`src/rtl/qmca_clk_div_gen.sv`:
```
// Lock-sequenced clock-divider bank: holds a downstream reset until the DCM is
// locked and a hold-off has elapsed, then runs CHANNELS phase-aligned dividers.
module qmca_clk_div_gen #(
  parameter int CHANNELS    = 4,
  parameter int CNT_WIDTH   = 8,
  parameter int HOLDOFF     = 3,
  parameter int DEFAULT_DIV = 4
) (
  input  logic                 BUS_CLK,
  input  logic                 BUS_RST,
  input  logic                 LOCKED_IN,
  input  logic                 SYNC,
  input  logic [CHANNELS-1:0]  DIV_WE,
  input  logic [CNT_WIDTH-1:0] DIV_DATA,
  output logic [CHANNELS-1:0]  CLK_OUT,
  output logic [CHANNELS-1:0]  CE_OUT,
  output logic                 RST_OUT,
  output logic                 READY
);

  localparam int                   HW        = (HOLDOFF > 1) ? $clog2(HOLDOFF) : 1;
  localparam logic [HW-1:0]        HOLD_LOAD = HW'(HOLDOFF - 1);
  localparam logic [CNT_WIDTH-1:0] DEF_RATIO = CNT_WIDTH'(DEFAULT_DIV);
  localparam logic [CNT_WIDTH-1:0] MIN_RATIO = CNT_WIDTH'(2);
  localparam logic [CNT_WIDTH-1:0] ONE       = CNT_WIDTH'(1);

  typedef enum logic [1:0] {
    ST_WAIT_LOCK,
    ST_HOLDOFF,
    ST_RUN
  } state_t;

  state_t               state;
  logic                 lk_meta;
  logic                 lk;
  logic [HW-1:0]        hold_cnt;
  logic                 run;
  logic                 enter;
  logic [CNT_WIDTH-1:0] wr_ratio;

  // NOTE: every clocked block uses non-blocking assignments so all registers
  // update from pre-edge values and simulation matches the synthesised flops.
  always_ff @(posedge BUS_CLK or posedge BUS_RST) begin
    if (BUS_RST) begin
      lk_meta <= 1'b0;
      lk      <= 1'b0;
    end else begin
      lk_meta <= LOCKED_IN;
      lk      <= lk_meta;
    end
  end

  // Lock sequencer; RST_OUT and READY are registered alongside the state.
  always_ff @(posedge BUS_CLK or posedge BUS_RST) begin
    if (BUS_RST) begin
      state    <= ST_WAIT_LOCK;
      hold_cnt <= '0;
      RST_OUT  <= 1'b1;
      READY    <= 1'b0;
    end else begin
      case (state)
        ST_WAIT_LOCK: begin
          if (lk) begin
            state    <= ST_HOLDOFF;
            hold_cnt <= HOLD_LOAD;
          end
        end
        ST_HOLDOFF: begin
          if (!lk) begin
            state <= ST_WAIT_LOCK;
          end else if (hold_cnt == '0) begin
            state   <= ST_RUN;
            RST_OUT <= 1'b0;
            READY   <= 1'b1;
          end else begin
            hold_cnt <= hold_cnt - HW'(1);
          end
        end
        ST_RUN: begin
          if (!lk) begin
            state   <= ST_WAIT_LOCK;
            RST_OUT <= 1'b1;
            READY   <= 1'b0;
          end
        end
        default: begin
          state   <= ST_WAIT_LOCK;
          RST_OUT <= 1'b1;
          READY   <= 1'b0;
        end
      endcase
    end
  end

  // Channels count only while RUN persists; the entry edge starts them in phase.
  assign run      = (state == ST_RUN) && lk;
  assign enter    = (state == ST_HOLDOFF) && lk && (hold_cnt == '0);
  assign wr_ratio = (DIV_DATA < MIN_RATIO) ? MIN_RATIO : DIV_DATA;

  for (genvar i = 0; i < CHANNELS; i++) begin : g_ch
    logic [CNT_WIDTH-1:0] cnt;
    logic [CNT_WIDTH-1:0] active;
    logic [CNT_WIDTH-1:0] pending;
    logic [CNT_WIDTH-1:0] cnt_next;
    logic [CNT_WIDTH-1:0] half;
    logic                 wrap;
    logic                 clk_q;
    logic                 ce_q;

    // NOTE: assign every always_comb output on every path so no latch is inferred.
    always_comb begin
      half     = (active >> 1) + {{(CNT_WIDTH-1){1'b0}}, active[0]};
      wrap     = SYNC || (cnt == active - ONE);
      cnt_next = wrap ? '0 : cnt + ONE;
    end

    // NOTE: the ratio registers are reset too, so programmed ratios revert to
    // the default on BUS_RST instead of surviving it.
    always_ff @(posedge BUS_CLK or posedge BUS_RST) begin
      if (BUS_RST) begin
        cnt     <= '0;
        active  <= DEF_RATIO;
        pending <= DEF_RATIO;
        clk_q   <= 1'b0;
        ce_q    <= 1'b0;
      end else begin
        if (DIV_WE[i]) begin
          pending <= wr_ratio;
        end
        if (run) begin
          cnt   <= cnt_next;
          ce_q  <= (cnt_next == '0);
          clk_q <= (cnt_next < half);
          // Old pending value is used, so a write on the wrap edge waits a period.
          if (cnt_next == '0) begin
            active <= pending;
          end
        end else begin
          cnt    <= '0;
          active <= pending;
          ce_q   <= enter;
          clk_q  <= enter;
        end
      end
    end

    assign CLK_OUT[i] = clk_q;
    assign CE_OUT[i]  = ce_q;
  end

endmodule

```
`config.mk`:
```
export PLATFORM = sky130hd
export DESIGN_NAME = qmca_clk_div_gen
export DESIGN_NICKNAME = d
export VERILOG_FILES = /design/src/rtl/qmca_clk_div_gen.sv
export SDC_FILE = /design/constraint.sdc
export NUM_CORES = 1
export LEC_CHECK = 0
export CAP_MARGIN = 20
export CORE_MARGIN = 4
export CORE_UTILIZATION = 23
export CTS_CLUSTER_SIZE = 14
export DETAILED_ROUTE_END_ITERATION = 16
export PLACE_DENSITY = 0.45
export SLEW_MARGIN = 20
export SYNTH_ARGS = -nofsm -noshare
export SYNTH_HDL_FRONTEND = slang
export SYNTH_SLANG_ARGS = --single-unit
export TNS_END_PERCENT = 1
```
`constraint.sdc`:
```
create_clock -name BUS_CLK -period 7.2 [get_ports BUS_CLK]
set_input_delay 0.72 -clock BUS_CLK [delete_from_list [all_inputs] [get_ports BUS_CLK]]
set_output_delay 0.72 -clock BUS_CLK [all_outputs]
set_load 0.01 [all_outputs]
```
==> flow_summary.ini <==
[run_status]
status = completed

[power_and_ir_drop]
p_int_mw = 1.115
sequentialPowerShare = 0.473
p_leak_nw = 3.183
ir_drop_mv = 0.1319
comb_power_share = 0.183
powerDensity_nw_per_um2 = 200.6
p_sw_mw = 0.4796
power.share.clock = 0.344
power_switching_share = 0.3008

[layout]
final_cell_mix = 103 x dfrtp_1, 64 x nor2_1, 62 x mux2_2, 54 x xnor2_1, 45 x ha_1
drive_above_1_share = 0.1471
layout_commonest_cell = dfrtp_1
final_design_area_no_fill_um2 = 7948
areaGrowthSynthToFinish_pct = 11.48
stdcell_count = 1110
n_fill_cell = 3268
antenna_cells = 0
nets = 770

[place]
gp_congestion = 0.7987
portBuffers = 25
preCtsSetupSlack_ns = 3.568
placedCellCount = 1094
dp_hpwl_um = 12200
post_dp_cell_area_um2 = 7621

[synthesis]
syn_avg_cell_area_um2 = 9.902
synth_compound_area_frac = 0.09231
ys.flop_type = dfrtp_1
syn_area_um2 = 7129
yosys.area_share.simple = 0.1736
yosysSeqAreaShare = 0.3947
synth_top_family_by_area = simple AND/OR/NAND/NOR gates
synth.area.mux_share = 0.09933
synth-edff-count = 0
yosys_warnings = 0
yosysUniqueCellTypes = 63
synthXorXnorAreaFrac = 0.1057
syn_nets = 781
yosys.area_share.adder = 0.07898
synthCells = 720
synth_seq_cells = 112
async_flop_share = 1.000

[clock_network]
cts_setup_buffers = 0
tritoncts = done
numCtsBuffers = 9
hold_buffers = 0
cts.clk_slew.worst_paths_ns = 0.08
clk_latency_ns = 0.36
cts_resized = 0
cts_root_buffer = clkbuf_16
clockBufferDepth = 2
clkSinkCount = 112
h-tree-depth = 3

[die]
core-area_um2 = 30590
die_h_um = 184.1
die-area_um2 = 33880
row_count = 64
start_util = 0.2331
die_w_um = 184.1
io_pins = 26

[routing]
drtPass1Iterations = 4
routed_via_density = 4.523
finalWirelength_um = 16440
wl_per_cell_um = 14.81
drc = 0
ant_nets = 0
drt_iter0_markers = 339
vias = 5020

[critical_path]
r2r_setup_slack_ns = 3.50
end_kind = flop
path_class = flop to flop
reg2reg_depth = 12
max_stage_delay_ns = 0.83
arrival_ns = 3.99
critPathLaunchType = flop
critPathSlowestCell = o21bai_1
worstPathRequired_ns = 7.50
cp_max_fo = 16
path_common_cell = ha_1
crit_chain = inv_1, ha_1, xnor2_1, nor3_1, o2111ai_1, o21bai_1, nor2_1, ha_1, a211oi_1, o21ai_0, a2111oi_0, a21o_1

[timing]
fin_setup_tns_ns = 0
slew_viol_final = 0
fmax_mhz = 270.6
finalSetupViolCount = 0
skew_ns = 0.01050
worstMarginPinSlew_ns = 0.9996
finalHoldViolations = 0
worst_slack_ns = 3.505
fin_crit_ns = 3.695
finalCritPeriodShare = 0.5133
maxSlewHeadroom = 0.3323
rsz0062_at_grt = false
holdWs_ns = 0.3549

[job]
drv_cap = 0

[grt]
grt_usage = 0.1004
grt_max_degree = 75
overflow = 0
grt_pass1_vias = 5041
grt_pass1_wl_um = 27440
grt_antenna_before_repair = 0

[hold_path]
worstHoldPathType = flop to flop
min_path_cells = 0
cell type report:
class                           instances  area [µm²]  share of cell area
Multi-Input combinational cell        526        3920              0.4932
Sequential cell                       112        2814              0.3541
Clock inverter                          7       101.3             0.01275
Inverter                               33       126.4             0.01590
Timing Repair Buffer                   27       265.3             0.03338
Tap cell                              396       495.5             0.06234
Clock buffer                            9       225.2             0.02834
cells by family after synthesis:
family                   after synthesis
AO/OA/AOI/OAI                         94
XOR/XNOR                              86
adder cells (fa/ha/maj)               45
buffers and inverters                 82
flip-flops                           112
multiplexers                          63
AND/OR/NAND/NOR                      238
power groups by stage:
stage          Combinational, mW  Clock, mW  Sequential, mW
2_1_floorplan              0.236          0           0.738
3_3_place_gp               0.296          0           0.767
3_5_place_dp               0.297          0           0.768
4_1_cts                    0.298      0.577           0.755
5_1_grt                    0.333      0.598           0.767
6_report                   0.291      0.549           0.754
worst max-delay path: cells and delay by family, from the launching register on:
family                   cells  cell delay [ns]
XOR/XNOR                     1             0.15
AND/OR/NAND/NOR              2             0.28
adder cells (fa/ha/maj)      2             0.66
AO/OA/AOI/OAI                6             2.02
flip-flops                   1             0.47
buffers and inverters        1             0.07
cells in the mapped netlist, drive strengths merged, types with 19 or more instances:
library cell  number  area (µm²)
xor2              32       280.3
nor2              64       240.2
clkbuf            32       150.1
inv               33       123.9
o21ai             19       95.09
nand2             24       90.09
mux2              62       698.2
dfrtp            103        2577
xnor2             54       473.0
ha                45       563.0
nand3             38       190.2
nor3              39       195.2
worst paths after layout:
check                                   from                 end
setup / recovery           g_ch[3].active[0]       g_ch[3].clk_q
hold / removal                       lk_meta                  lk
setup reg to reg           g_ch[3].active[0]       g_ch[3].clk_q
hold reg to reg                      lk_meta                  lk
max in group asynchronous            BUS_RST  g_ch[3].pending[0]
min in group asynchronous            BUS_RST      g_ch[3].cnt[3]
metrics by stage:
step / util / total power, mW
final: 0.2598 / 1.594
after CTS: 0.2598 / 1.631
after global placement: 0.2491 / 1.063
after detailed placement: 0.2491 / 1.065
after floorplan: - / 0.9745
after global routing: 0.2598 / 1.697
per-layer routing:
metal / GRT usage / share of wire / vias up / wire (µm)
li1: - / - / 2512 / -
met3: 0.01979 / 0.027 / 8 / 436
met1: 0.1391 / 0.50 / 2446 / 8240
met5: 0 / 0 / - / 0
met4: 0.02100 / 0.0084 / 0 / 138
met2: 0.1634 / 0.46 / 54 / 7619
registers in the layout (all words and copies together), names as in the netlist, 2 cells and up:
register	cells
g_ch.active	32
g_ch.cnt	32
g_ch.pending	32
g_ch.ce_q	4
g_ch.clk_q	4
hold_cnt	2
state	2
(Power assumes the default switching activity.)
